===== src/rtl/fetch_sequencer_if.sv =====
`default_nettype none
// ==== fetch_sequencer_if : instruction-memory, redirect, decode and fault signals (rev 1.0) ====

interface fetch_sequencer_if;
   logic        mem_en;
   logic [31:0] mem_addr;
   logic [31:0] mem_rdata;
   logic        redirect_valid;
   logic [31:0] redirect_pc;
   logic        out_valid;
   logic        out_ready;
   logic [31:0] out_instr;
   logic [31:0] out_pc;
   logic        fault;
   logic [31:0] fault_pc;

   modport master (
      output mem_en, mem_addr, out_valid, out_instr, out_pc, fault, fault_pc,
      input  mem_rdata, redirect_valid, redirect_pc, out_ready
   );

   modport slave (
      input  mem_en, mem_addr, out_valid, out_instr, out_pc, fault, fault_pc,
      output mem_rdata, redirect_valid, redirect_pc, out_ready
   );
endinterface

`default_nettype wire


===== src/rtl/fetch_sequencer.sv =====
`default_nettype none
// ==== fetch_sequencer : in-order fetch with one-entry skid, redirect and fault trap (rev 1.0) ====

module fetch_sequencer #(
   parameter logic [31:0] RESET_PC = 32'h0000_0000,
   parameter int unsigned DEPTH    = 256
) (
   input  wire logic         clk,
   input  wire logic         rst,
   fetch_sequencer_if.master bus
);

   typedef enum logic [1:0] {
      IDLE  = 2'd0,
      RUN   = 2'd1,
      FAULT = 2'd2
   } state_t;

   localparam logic [31:0] DEPTH_WORDS = 32'(DEPTH);

   state_t      state;
   logic [31:0] pc;
   logic        inflight;
   logic [31:0] inflight_pc;
   logic        skid_valid;
   logic [31:0] skid_instr;
   logic [31:0] skid_pc;
   logic        out_valid;
   logic [31:0] out_instr;
   logic [31:0] out_pc;
   logic        fault;
   logic [31:0] fault_pc;

   logic pc_bad;
   logic stall;
   logic issue;
   logic out_free;

   assign pc_bad   = (pc[1:0] != 2'b00) || ({2'b00, pc[31:2]} >= DEPTH_WORDS);
   assign stall    = out_valid && !bus.out_ready;
   // Issuing only with an empty skid and no stall guarantees the returning word always has a home.
   assign issue    = (state == RUN) && !pc_bad && !skid_valid && !stall;
   assign out_free = !out_valid || bus.out_ready;

   always_ff @(posedge clk or posedge rst) begin
      if (rst) begin
         state       <= IDLE;
         pc          <= RESET_PC;
         inflight    <= 1'b0;
         inflight_pc <= 32'd0;
         skid_valid  <= 1'b0;
         skid_instr  <= 32'd0;
         skid_pc     <= 32'd0;
         out_valid   <= 1'b0;
         out_instr   <= 32'd0;
         out_pc      <= 32'd0;
         fault       <= 1'b0;
         fault_pc    <= 32'd0;
      end else begin
         inflight    <= issue;
         inflight_pc <= pc;
         if (issue) begin
            pc <= pc + 32'd4;
         end

         if (out_free) begin
            if (skid_valid) begin
               out_valid  <= 1'b1;
               out_instr  <= skid_instr;
               out_pc     <= skid_pc;
               skid_valid <= inflight;
               if (inflight) begin
                  skid_instr <= bus.mem_rdata;
                  skid_pc    <= inflight_pc;
               end
            end else if (inflight) begin
               out_valid <= 1'b1;
               out_instr <= bus.mem_rdata;
               out_pc    <= inflight_pc;
            end else begin
               out_valid <= 1'b0;
            end
         end else if (inflight) begin
            skid_valid <= 1'b1;
            skid_instr <= bus.mem_rdata;
            skid_pc    <= inflight_pc;
         end

         case (state)
            IDLE:    state <= RUN;
            RUN: begin
               if (pc_bad) begin
                  state    <= FAULT;
                  fault    <= 1'b1;
                  fault_pc <= pc;
               end
            end
            FAULT:   state <= FAULT;
            default: state <= IDLE;
         endcase

         // Redirect overrides everything above, including a fault detected this cycle.
         if (bus.redirect_valid) begin
            state      <= RUN;
            pc         <= bus.redirect_pc;
            inflight   <= 1'b0;
            skid_valid <= 1'b0;
            out_valid  <= 1'b0;
            fault      <= 1'b0;
         end
      end
   end

   assign bus.mem_en    = issue;
   assign bus.mem_addr  = pc;
   assign bus.out_valid = out_valid;
   assign bus.out_instr = out_instr;
   assign bus.out_pc    = out_pc;
   assign bus.fault     = fault;
   assign bus.fault_pc  = fault_pc;

endmodule

`default_nettype wire


===== src/flat_wrapper.sv =====
// flat-port wrapper written by rule: the top's interface ports become plain ports
module fetch_sequencer_flat 
#(
   parameter logic [31:0] RESET_PC = 32'h0000_0000,
   parameter int unsigned DEPTH    = 256
)
  (clk, rst, bus_mem_en, bus_mem_addr, bus_out_valid, bus_out_instr, bus_out_pc, bus_fault, bus_fault_pc, bus_mem_rdata, bus_redirect_valid, bus_redirect_pc, bus_out_ready);
  fetch_sequencer_if bus_i ();
  input  wire logic clk;
  input  wire logic rst;
  output wire logic [$bits(bus_i.mem_en)-1:0] bus_mem_en;
  output wire logic [$bits(bus_i.mem_addr)-1:0] bus_mem_addr;
  output wire logic [$bits(bus_i.out_valid)-1:0] bus_out_valid;
  output wire logic [$bits(bus_i.out_instr)-1:0] bus_out_instr;
  output wire logic [$bits(bus_i.out_pc)-1:0] bus_out_pc;
  output wire logic [$bits(bus_i.fault)-1:0] bus_fault;
  output wire logic [$bits(bus_i.fault_pc)-1:0] bus_fault_pc;
  input wire logic [$bits(bus_i.mem_rdata)-1:0] bus_mem_rdata;
  input wire logic [$bits(bus_i.redirect_valid)-1:0] bus_redirect_valid;
  input wire logic [$bits(bus_i.redirect_pc)-1:0] bus_redirect_pc;
  input wire logic [$bits(bus_i.out_ready)-1:0] bus_out_ready;
  assign bus_mem_en = bus_i.mem_en;
  assign bus_mem_addr = bus_i.mem_addr;
  assign bus_out_valid = bus_i.out_valid;
  assign bus_out_instr = bus_i.out_instr;
  assign bus_out_pc = bus_i.out_pc;
  assign bus_fault = bus_i.fault;
  assign bus_fault_pc = bus_i.fault_pc;
  assign bus_i.mem_rdata = bus_mem_rdata;
  assign bus_i.redirect_valid = bus_redirect_valid;
  assign bus_i.redirect_pc = bus_redirect_pc;
  assign bus_i.out_ready = bus_out_ready;
  fetch_sequencer #(.RESET_PC(RESET_PC), .DEPTH(DEPTH)) u_core (.clk(clk), .rst(rst), .bus(bus_i));
endmodule

===== config.mk =====
export PLATFORM = sky130hd
export DESIGN_NAME = fetch_sequencer_flat
export DESIGN_NICKNAME = d
export VERILOG_FILES = /design/src/rtl/fetch_sequencer_if.sv /design/src/rtl/fetch_sequencer.sv /design/src/flat_wrapper.sv
export SDC_FILE = /design/constraint.sdc
export NUM_CORES = 1
export LEC_CHECK = 0
export ABC_AREA = 1
export BUFFER_PORTS_ARGS = -buffer_cell sky130_fd_sc_hd__clkbuf_2
export CORE_MARGIN = 2
export CORE_UTILIZATION = 43
export DETAILED_ROUTE_END_ITERATION = 6
export PLACE_DENSITY = 0.65
export SLEW_MARGIN = 25
export SYNTH_ARGS = -nofsm -noshare
export SYNTH_HDL_FRONTEND = slang
export SYNTH_SLANG_ARGS = --single-unit

===== constraint.sdc =====
create_clock -name clk -period 9.6 [get_ports clk]
set_clock_uncertainty 0.1 [all_clocks]
set_input_delay 1.92 -clock clk [delete_from_list [all_inputs] [get_ports clk]]
set_output_delay 1.92 -clock clk [all_outputs]
set_load 0.01 [all_outputs]

== Yosys cells after proc, flatten, opt, wreduce, memory -nomap -nowiden ==
Cells that the tools add are included.

* Input port bits: 68
* Register bits after elaboration: 230
* Output and inout port bits: 131
* Word-level logic and storage cells: 67

* Mux-type cells: 27
* $lt $le $gt $ge: 1
* Equality and inequality tests: 4
* Add/subtract/negate cells: 1
* Reductions and logical operators: 22

{| class="wikitable"
|+ Operator list
! operator !! number
|-
| 32-bit two-way mux || 12
|-
| 32-bit by 3-bit adder with 32-bit output (second input constant) || 1
|-
| 30-bit by 9-bit >= comparator with 1-bit output (second input constant) || 1
|-
| 1-bit two-way mux || 12
|-
| 2-bit nonzero test || 6
|-
| 2-bit one-hot mux with 3 select lines || 1
|-
| 2-bit AND reduction || 3
|-
| 1-bit logical NOT || 5
|-
| 1-bit logical AND || 4
|-
| 2-bit two-way mux || 2
|-
| 3-bit by 2-bit != test with 1-bit output (second input constant) || 1
|-
| 3-bit nonzero test || 1
|-
| 2-bit by 1-bit == test with 1-bit output (second input constant) || 1
|-
| 2-bit == test (second input constant) || 1
|-
| 2-bit logical NOT || 1
|-
| 1-bit logical OR || 2
|-
| 2-bit by 1-bit != test with 1-bit output (second input constant) || 1
|}

== Logic depth before layout (Yosys ltp) ==
Gate-level depths: netlist (run 1).

* Depth after elaboration: 8
* Depth in mapped cells: 9
* Gate-level depth less buffers: 9

== Least setup slack after synthesis (run 1) ==
No wires, ideal clock.

* Kind: input-to-output
* From: input port bus_out_ready
* To: output port bus_mem_en
* Arrival time: 2.559 ns
* Buffers on the path: 1
* Data required time: 7.580 ns
* Stages: 5
* Setup slack: 5.021 ns
* Path through: nor2_4 nor2_2 nand4_4 buf_2 inv_1

* Cells in the longest elaborated chain, start to end: 4

{| class="wikitable"
|+ RTL lines
! element !! line !! text
|-
| start, declared || flat_wrapper.sv:21 || <nowiki>input wire logic [$bits(bus_i.out_ready)-1:0] bus_out_ready;</nowiki>
|-
| 1-bit logical NOT || fetch_sequencer.sv:40 || <nowiki>assign stall = out_valid && !bus.out_ready;</nowiki>
|-
| 1-bit logical AND || fetch_sequencer.sv:40 ||
|-
| 1-bit logical NOT || fetch_sequencer.sv:42 || <nowiki>assign issue = (state == RUN) && !pc_bad && !skid_valid && !stall;</nowiki>
|-
| 1-bit logical AND || fetch_sequencer.sv:42 ||
|-
| end, declared || flat_wrapper.sv:11 || <nowiki>output wire logic [$bits(bus_i.mem_en)-1:0] bus_mem_en;</nowiki>
|}

Every way passes these cells.

== Worst setup path in the final report (run 1) ==
Ends and elaborated chain as after synthesis.

==> flow_metrics.tcl, run 1 <==
set metrics [dict create \
    route.met3.wl_mm 1.09 \
    hold_ws_ns 0.348 \
    wl_met2_mm 9.39 \
    cts-root-buf "clkbuf_16" \
    finalNonFillerCells 1359 \
    cts_resized 0 \
    synth_edf_count 0 \
    slew_headroom_pct 39.9 \
    clock.fmax_ghz 0.200 \
    coreArea_sq_um 21200 \
    ys_async_sr_fraction_pct 100 \
    tightest_slew_ns 0.901 \
    p_per_area_nw_per_um2 198 \
    path_max_fanout 28 \
    cp-start-kind "input port" \
    end_kind "primary output" \
    die_area_sq_um 23000 \
    p_seq_share_pct 49.8 \
    p_leak_nw 5.93 \
    drv_cap 0 \
    final_common_cell "nand2_1" \
    yosys_warnings 0 \
    finalPower_mw 2.22 \
    wl_per_cell_um 15.7 \
    holdBufCountCts 0 \
    ant_nets 0 \
    area.growth.synth_to_final_pct 20.1 \
    clkPwrFrac_pct 39.3 \
    yosysSeqAreaShare_pct 61.5 \
    grt_max_degree 97 \
    period_minus_slack_ns 4.99 \
    ctsHtreeMaxLevel 1 \
    first_pass_iters 5 \
    vias_per_cell 4.90 \
    combPwrFrac_pct 10.9 \
    p_int_mw 1.64 \
    die_w_um 152 \
    syn_area_sq_um 9360 \
    cts_tree "built" \
    drt_iter0_markers 357 \
    grt_pass1_vias 6410 \
    cts_inserted_buffers 24 \
    nets 1139 \
    highest_layer "met4" \
    wirelength_mm 21.4 \
    p_switching_mw 0.585 \
    place.gp.congestion 0.782 \
    maxSlewViolCount 0 \
    avgSynthCellArea_sq_um 10.5 \
    n_fill_cell 1950 \
    critPathArrivalTime_ns 2.97 \
    num_antenna_cells 0 \
    rsz0062_at_grt "no" \
    setup_violations 0 \
    hold_viol 0 \
    clock_insertion_delay_worst_skew_ns 0.52 \
    overflow 0 \
    vias 6665 \
    track_usage_pct 18.6 \
    netlist.area_leader.share_pct 61.5 \
    boundaryPins 199 \
    synth.distinct_cells 25 \
    grt_pass1_wl_mm 34.3 \
    post-route-period-util_pct 52.0 \
    worst_slack_ns 4.61 \
    start_util_pct 44.1 \
    dp_slack_ns 4.60 \
    num_rows 53 \
    cts_buffer_depth 3 \
    ir_drop_mv 0.146 \
    clkSinkCount 230 \
    dp.cells 1316 \
    synth_top_area_cell "dfrtp_1" \
    critPathKind "in2out" \
    worstPathRequired_ns 7.58 \
    switching_share_pct 26.3 \
    ys.flop_type "dfrtp_1" \
    final_cell_mix "nand2_1, dfrtp_1, clkbuf_2" \
    synthesis.nets 959 \
    antenna_found_initial 0 \
    hold_path_class "reg2reg" \
    port_buffers 198 \
    post_cts_buffers 0 \
    clk_pin_slew_ns 0.06 \
    place.detailed.hpwl_mm 13.8 \
    synth.area.top_cells "dfrtp_1, nand2_1, mux2_4" \
    wl_met1_mm 10.5 \
    status "completed" \
    die_h_um 152 \
    drcViolationCount 0 \
    synthCells 887 \
    synth_seq_cells 230 \
    setup_tns_ns 0 \
    drive_above_1_share_pct 29.8 \
]
## kinds of logic (layout without fill, tap and decap cells)
family	Yosys count	count (layout)	synth area share, %
compound gates	98	98	6.15
buf+inv	80	277	4.23
xor+xnor	1	1	0.0936
fa+ha+maj	4	4	0.535
mux	64	64	9.67
flops	230	230	61.5
simple gates	410	410	17.8
## path summary, 6_finish.rpt
| kind | slack (ns) | end | startpoint | depth (start not counted) |
|---|---|---|---|---|
| min reg2reg | 0.35 | u_core.inflight_pc[0]$_DFF_PP0_ | u_core.bus.mem_addr[0]$_DFFE_PP0P_ | 0 |
| max reg2reg | 6.49 | u_core.bus.out_instr[31]$_DFFE_PP0P_ | u_core.skid_valid$_DFFE_PP0P_ | 5 |
| min | 0.35 | u_core.inflight_pc[0]$_DFF_PP0_ | u_core.bus.mem_addr[0]$_DFFE_PP0P_ | 0 |
| max | 4.61 | bus_mem_en | bus_out_ready | 6 |
| min in group asynchronous | 1.38 | u_core.skid_instr[24]$_DFFE_PP0P_ | rst | 2 |
| max in group asynchronous | 6.71 | u_core.skid_instr[17]$_DFFE_PP0P_ | rst | 3 |
## cell type report
type                            count  area [sq um]  share of cell area, %
Timing Repair Buffer              206          1050                   9.39
Inverter                           28           113                   1.00
Clock inverter                     10          63.8                  0.568
Clock buffer                       33           684                   6.09
Sequential cell                   230          5760                   51.2
Tap cell                          275           344                   3.06
Multi-Input combinational cell    577          3220                   28.7
## through the flow
stage               cell area (sq um)  util [%]
global placement                10500      49.4
global route                    11200      52.9
detailed placement              10500      49.4
finish                          11200      52.9
floorplan                        9360         -
CTS                             11200      52.9
## power by group through the flow
| stage | clock network [mW] | registers, mW | logic (mW) |
|---|---|---|---|
| 2_1_floorplan | 0 | 1.14 | 0.111 |
| 3_3_place_gp | 0 | 1.12 | 0.240 |
| 3_5_place_dp | 0 | 1.12 | 0.246 |
| 4_1_cts | 0.899 | 1.11 | 0.247 |
| 5_1_grt | 0.940 | 1.12 | 0.274 |
| 6_report | 0.874 | 1.11 | 0.242 |
## worst max-delay path: stages
cell,delay [ns]
clkbuf_2,0.11
nor2_4,0.05
nor2_2,0.18
nand4_4,0.40
inv_1,0.16
clkbuf_2,0.15
## metal layers
| metal | vias to the layer above | track usage (%) |
|---|---|---|
| met5 | - | 0 |
| met4 | 0 | 4.95 |
| met3 | 33 | 2.78 |
| met2 | 213 | 27.8 |
| met1 | 3148 | 28.5 |
| li1 | 3271 | - |
## registers in the layout, indices dropped and copies added (netlist names)
register / flops
u_core.bus.fault: 1
u_core.state: 2
u_core.bus.out_instr: 32
u_core.bus.mem_addr: 32
u_core.inflight_pc: 32
u_core.skid_valid: 1
u_core.bus.fault_pc: 32
u_core.skid_instr: 32
u_core.inflight: 1
u_core.skid_pc: 32
u_core.bus.out_valid: 1
u_core.bus.out_pc: 32
## synth_stat cells, types with 2 or more instances
master and n:
buf_6 9, nor2_1 89, a31oi_1 64, dfrtp_1 230, nand2_1 261, o21ai_0 26, nor2_4 3, inv_1 25
o31ai_1 2, clkbuf_1 17, a21oi_1 6, mux2_4 49, mux2_2 15, nand3_1 51, buf_2 22, ha_1 4
inv_2 2, buf_1 4, nand2_4 2
Note: power is estimated with default switching activity, not from simulation.
==> inputs of run 2 (changes only) <==
- ABC_AREA: 1 -> 0
- PLACE_DENSITY: 0.65 -> 0.66
- clock period: 9.6 -> 4.7 ns (I/O delays scaled with it)
==> run 2 against run 1 <==
Total power increased by 120%. Die area decreased by 3.3%. Synthesized cell count decreased by 25%. Cell count decreased by 15%. Via count decreased by 14%. Non-clock buffer count decreased by 3. Largest cell class unchanged. Final area about the same. Wire length decreased by 12%. Highest routed layer is now met5. Sequential share of layout area about the same. Clock power increased to 2.5 times the previous value. Critical endpoint unchanged. Global-route usage decreased by 1.9 points.
==> flow_metrics.tcl, run 2 <==
set metrics [dict create \
    finalPower_mw 4.89 \
    drt_iter0_markers 220 \
    clock.fmax_ghz 0.297 \
    path_max_fanout 10 \
    critPathArrivalTime_ns 2.33 \
    ys.flop_type "dfrtp_1" \
    clkPwrFrac_pct 44.7 \
    drv_cap 0 \
    p_per_area_nw_per_um2 435 \
    coreArea_sq_um 20800 \
    placed_cell_area_sq_um 10300 \
    dp_slack_ns 1.73 \
    vias 5728 \
    cts_inserted_buffers 26 \
    synth.distinct_cells 40 \
    place.detailed.hpwl_mm 11.8 \
    end_kind "primary output" \
    tightest_slew_ns 0.948 \
    synthCells 663 \
    port_buffers 198 \
    final_cell_mix "dfrtp_1, clkbuf_2, mux2_2" \
    synthesis.nets 735 \
    cp-start-kind "flip-flop" \
    rsz0062_at_grt "no" \
    final_common_cell "dfrtp_1" \
    cts-root-buf "clkbuf_16" \
    synth.area.top_cells "dfrtp_1, mux2_2, mux2i_1" \
    rrSetupSlack_ns 1.82 \
    area.growth.synth_to_final_pct 24.4 \
    p_switching_mw 1.14 \
    worst_slack_ns 1.33 \
    vias_per_cell 4.97 \
    seqCellArea_sq_um 5760 \
    cts_resized 0 \
    yosysSeqAreaShare_pct 63.7 \
    hold_path_class "reg2reg" \
    p_int_mw 3.75 \
    die_h_um 149 \
    syn_area_sq_um 9030 \
    track_usage_pct 16.8 \
    finalNonFillerCells 1152 \
    clk_pin_slew_ns 0.06 \
    ant_nets 0 \
    p_leak_nw 5.28 \
    multiInputGateArea_sq_um 3090 \
    synth_edf_count 0 \
    slew_headroom_pct 36.8 \
    overflow 0 \
    synth_common_cells "dfrtp_1, mux2_2, nor2_1" \
    die_area_sq_um 22200 \
    place.gp.congestion 0.733 \
    hold_ws_ns 0.355 \
    startpoint "u_core.bus.mem_addr[10]$_DFFE_PP0P_" \
    avgSynthCellArea_sq_um 13.6 \
    n_fill_cell 1802 \
    period_minus_slack_ns 3.37 \
    clkSinkCount 230 \
    post-route-period-util_pct 71.7 \
    critPathKind "reg2out" \
    grt_max_degree 122 \
    netlist.area_leader.share_pct 63.7 \
    cts_buffer_depth 3 \
    num_rows 53 \
    timing.rr.start "u_core.bus.mem_addr[10]$_DFFE_PP0P_" \
    hold_viol 0 \
    drive_above_1_share_pct 43.3 \
    yosys_warnings 0 \
    wl_per_cell_um 16.2 \
    switching_share_pct 23.3 \
    utilization_pct 54.0 \
    grt_pass1_wl_mm 30.0 \
    start_util_pct 43.4 \
    grt_pass1_vias 5668 \
    p_seq_share_pct 45.7 \
    first_pass_iters 4 \
    setup_tns_ns 0 \
    synth.most_common_cell "dfrtp_1" \
    status "completed" \
    worstPathRequired_ns 3.66 \
    clock_insertion_delay_worst_skew_ns 0.52 \
    boundaryPins 199 \
    synth_seq_cells 230 \
    die_w_um 149 \
    holdBufCountCts 0 \
    synth_top_area_cell "dfrtp_1" \
    combPwrFrac_pct 9.5 \
    ctsHtreeMaxLevel 1 \
    stdcell_area_sq_um 11200 \
    ys_async_sr_fraction_pct 100 \
    nets 928 \
    maxSlewViolCount 0 \
    ir_drop_mv 0.295 \
    antenna_found_initial 2 \
    cts_tree "built" \
    dp.cells 1103 \
    hold_start "u_core.bus.mem_addr[15]$_DFFE_PP0P_" \
    wirelength_mm 18.7 \
    drcViolationCount 0 \
    post_cts_buffers 0 \
    setup_violations 0 \
]
==> run 2: cell count changes in the layout (fill, tap and decap cells not counted), moves of 5 or more <==
cell / previous run / this run
nand3_1: 51 / 9
mux2i_1: 0 / 65
nor4_1: 0 / 6
buf_4: 7 / 2
a21oi_1: 6 / 67
a31oi_1: 64 / 0
nand2_1: 260 / 6
inv_1: 24 / 6
mux2_4: 49 / 0
mux2_2: 15 / 121
nor2_1: 88 / 68
o21ai_0: 26 / 4
==> run 2: layout make-up <==
class	count	share of cell area (%)
Sequential cell	230	51.2
Multi-Input combinational cell	388	27.4
Timing Repair Buffer	203	9.48
Clock buffer	38	7.09
Tap cell	275	3.06
Clock inverter	10	1.39
Inverter	7	0.267
Antenna cell	1	0.0223
==> run 2: final timing paths <==
check                                                       to  depth (start not counted)
max reg2reg                u_core.bus.fault_pc[23]$_DFFE_PP0P_                          5
min reg2reg                   u_core.inflight_pc[15]$_DFF_PP0_                          0
max                                                 bus_mem_en                          5
max in group asynchronous     u_core.inflight_pc[31]$_DFF_PP0_                          3
min                           u_core.inflight_pc[15]$_DFF_PP0_                          0
min in group asynchronous      u_core.inflight_pc[2]$_DFF_PP0_                          2
==> run 2: power groups by stage <==
stage                     combinational (mW)  clock [mW]  sequential, mW
after floorplan                        0.215           0            2.31
after global placement                 0.468           0            2.27
after detailed placement               0.474           0            2.27
after CTS                              0.477        2.25            2.24
after global routing                   0.515        2.33            2.26
final                                  0.466        2.19            2.24
==> run 2: cell families after synthesis <==
family,after synthesis,synth area share [%]
xor gates and xnor gates,2,0.194
AOI/OAI and AO/OA,74,4.27
muxes,186,22.3
buffers and inverters,45,2.31
and+or+nand+nor,122,6.69
adders and majority gates,4,0.554
DFF,230,63.7
==> run 2: routing by layer <==
layer  up-vias  wire length [um]  GRT usage (%)
met3        28              1360           4.37
met4         2               250           3.81
met1      2808              8770           24.0
met5         -                12              0
li1       2715                 -              -
met2       175              8320           25.9
==> run 2: critical path: stages, from the launching register on <==
cell	delay [ns]
dfrtp_1	0.44
nor4_1	0.50
and4_1	0.48
nand3b_4	0.18
inv_1	0.08
clkbuf_2	0.12
==> inputs of run 3 (changes only) <==
- ABC_AREA: 0 -> 1
- PLACE_DENSITY: 0.66 -> 0.68
- clock period: 4.7 -> 3 ns (I/O delays scaled with it)
==> run 3 against run 2 <==
Die area rose by 3.4%. Non-clock buffer count increased by 10. Sequential power is 58% higher. Cell count rose by 19%. Total power increased by 50%. First-iteration DRC count grew 84%. Final area is 1.6% higher. Critical endpoint unchanged.
==> flow_metrics.tcl, run 3 (same netlist as run 1, synthesis figures left out) <==
set metrics [dict create \
    cts_tree "built" \
    clk_pin_slew_ns 0.06 \
    place.detailed.hpwl_mm 14.5 \
    wl_per_cell_um 16.1 \
    worst_slack_ns 0.498 \
    grt_max_degree 114 \
    first_pass_iters 5 \
    clkSinkCount 230 \
    antenna_found_initial 0 \
    hold_path_class "in2reg" \
    drv_cap 0 \
    ant_nets 0 \
    drt_iter0_markers 404 \
    grt_pass1_vias 6700 \
    ir_drop_mv 0.399 \
    dp_slack_ns 0.975 \
    wl_met1_mm 10.4 \
    final_common_cell "nand2_1" \
    crit_family "simple AND/OR/NAND/NOR gates" \
    track_usage_pct 19.3 \
    critPathArrivalTime_ns 1.80 \
    slew_headroom_pct 51.9 \
    p_leak_nw 6.01 \
    start_util_pct 44.1 \
    end_kind "primary output" \
    critPathKind "reg2out" \
    drcViolationCount 0 \
    n_fill_cell 1899 \
    place.gp.congestion 0.856 \
    boundaryPins 199 \
    die_area_sq_um 23000 \
    hold_ws_ns 0.188 \
    drive_above_1_share_pct 30.3 \
    cp-start-kind "flip-flop" \
    coreArea_sq_um 21200 \
    maxSlewViolCount 0 \
    status "completed" \
    nets 1146 \
    hold_viol 0 \
    grt_pass1_wl_mm 35.3 \
    tightest_slew_ns 0.722 \
    cpPeakStageDelay_ns 0.47 \
    vias_per_cell 5.03 \
    stdcell_area_sq_um 11400 \
    die_w_um 152 \
    wl_met2_mm 9.90 \
    num_rows 53 \
    finalPower_mw 7.34 \
    path_max_fanout 6 \
    cp.buffers_inverters 2 \
    num_antenna_cells 0 \
    wirelength_mm 22.0 \
    p_per_area_nw_per_um2 643 \
    ctsHtreeMaxLevel 1 \
    cp_slowest_cell "dfrtp_1" \
    cts_buffer_depth 3 \
    final_cell_mix "nand2_1, dfrtp_1, clkbuf_2" \
    die_h_um 152 \
    area.growth.synth_to_final_pct 22.0 \
    rsz0062_at_grt "no" \
    vias 6873 \
    crit_chain "nor2_1, nand3_1, nor2_4, nand4_4, inv_1, clkbuf_2" \
    route.met3.wl_mm 1.22 \
    placed_cell_area_sq_um 10600 \
    cts-root-buf "clkbuf_16" \
    port_buffers 198 \
    worstPathRequired_ns 2.30 \
    post_cts_buffers 0 \
    overflow 0 \
    clock_insertion_delay_worst_skew_ns 0.51 \
    period_minus_slack_ns 2.50 \
    highest_layer "met4" \
    cts_inserted_buffers 24 \
    clock.fmax_ghz 0.400 \
    post-route-period-util_pct 83.4 \
    setup_violations 0 \
    setup_tns_ns 0 \
]
==> run 3: cell types whose count changed in the layout (fill, tap and decap cells not counted), sizes merged, moves of 4 or more <==
cell   previous run  this run
mux2            121        64
nand3             9        51
a31oi             0        64
inv               7        26
buf               5        14
nand2             8       264
a21oi            67         6
o21ai             4        26
mux2i            65         0
nor2             69        93
nor4              6         0
nor2b             4         0
==> run 3: per-stage QoR <==
step                      util, %  std cells
after floorplan                 -        887
after detailed placement     49.9       1322
after CTS                    53.8       1366
after global placement       49.9       1322
final                        53.8       1366
after global routing         53.8       1366
==> run 3: area by class of cell <==
class	count	area, sq um	area share [%]
Sequential cell	230	5760	50.4
Tap cell	275	344	3.01
Timing Repair Buffer	213	1170	10.2
Clock inverter	7	62.6	0.548
Inverter	28	109	0.953
Clock buffer	36	757	6.63
Multi-Input combinational cell	577	3220	28.2
==> run 3: repair_timing <==
| action | CTS | global route |
|---|---|---|
| gates resized for setup | 0 | 0 |
| hold buffers | 1 | 0 |
| hold endpoints to repair | 10 | 0 |
==> run 3: final timing paths <==
check / start / end / slack (ns) / cells past startpoint
min in group asynchronous: rst / u_core.bus.out_instr[18]$_DFFE_PP0P_ / 0.50 / 3
min: bus_redirect_pc[15] / u_core.bus.mem_addr[15]$_DFFE_PP0P_ / 0.19 / 3
max reg2reg: u_core.bus.mem_addr[10]$_DFFE_PP0P_ / u_core.bus.fault_pc[8]$_DFFE_PP0P_ / 1.02 / 6
max in group asynchronous: rst / u_core.bus.out_pc[15]$_DFFE_PP0P_ / 1.41 / 4
max: u_core.bus.mem_addr[10]$_DFFE_PP0P_ / bus_mem_en / 0.50 / 6
min reg2reg: u_core.bus.mem_addr[0]$_DFFE_PP0P_ / u_core.inflight_pc[0]$_DFF_PP0_ / 0.36 / 0
==> run 3: worst min-delay path: cells and delay by family <==
family / cells / cell delay [ns]
simple gates: 2 / 0.09
buf+inv: 1 / 0.07
==> run 3: layer usage <==
| layer | vias to the layer above | track usage, % |
|---|---|---|
| li1 | 3283 | - |
| met1 | 3368 | 28.7 |
| met2 | 189 | 29.3 |
| met3 | 33 | 3.29 |
| met4 | 0 | 5.42 |
| met5 | - | 0 |
==> run 3: power breakdown <==
part           total [mW]  switching, mW  internal, mW  leakage, nW
clock network        3.01           1.19          1.82        0.409
logic               0.787          0.483         0.304         2.71
registers            3.54          0.198          3.35         2.89
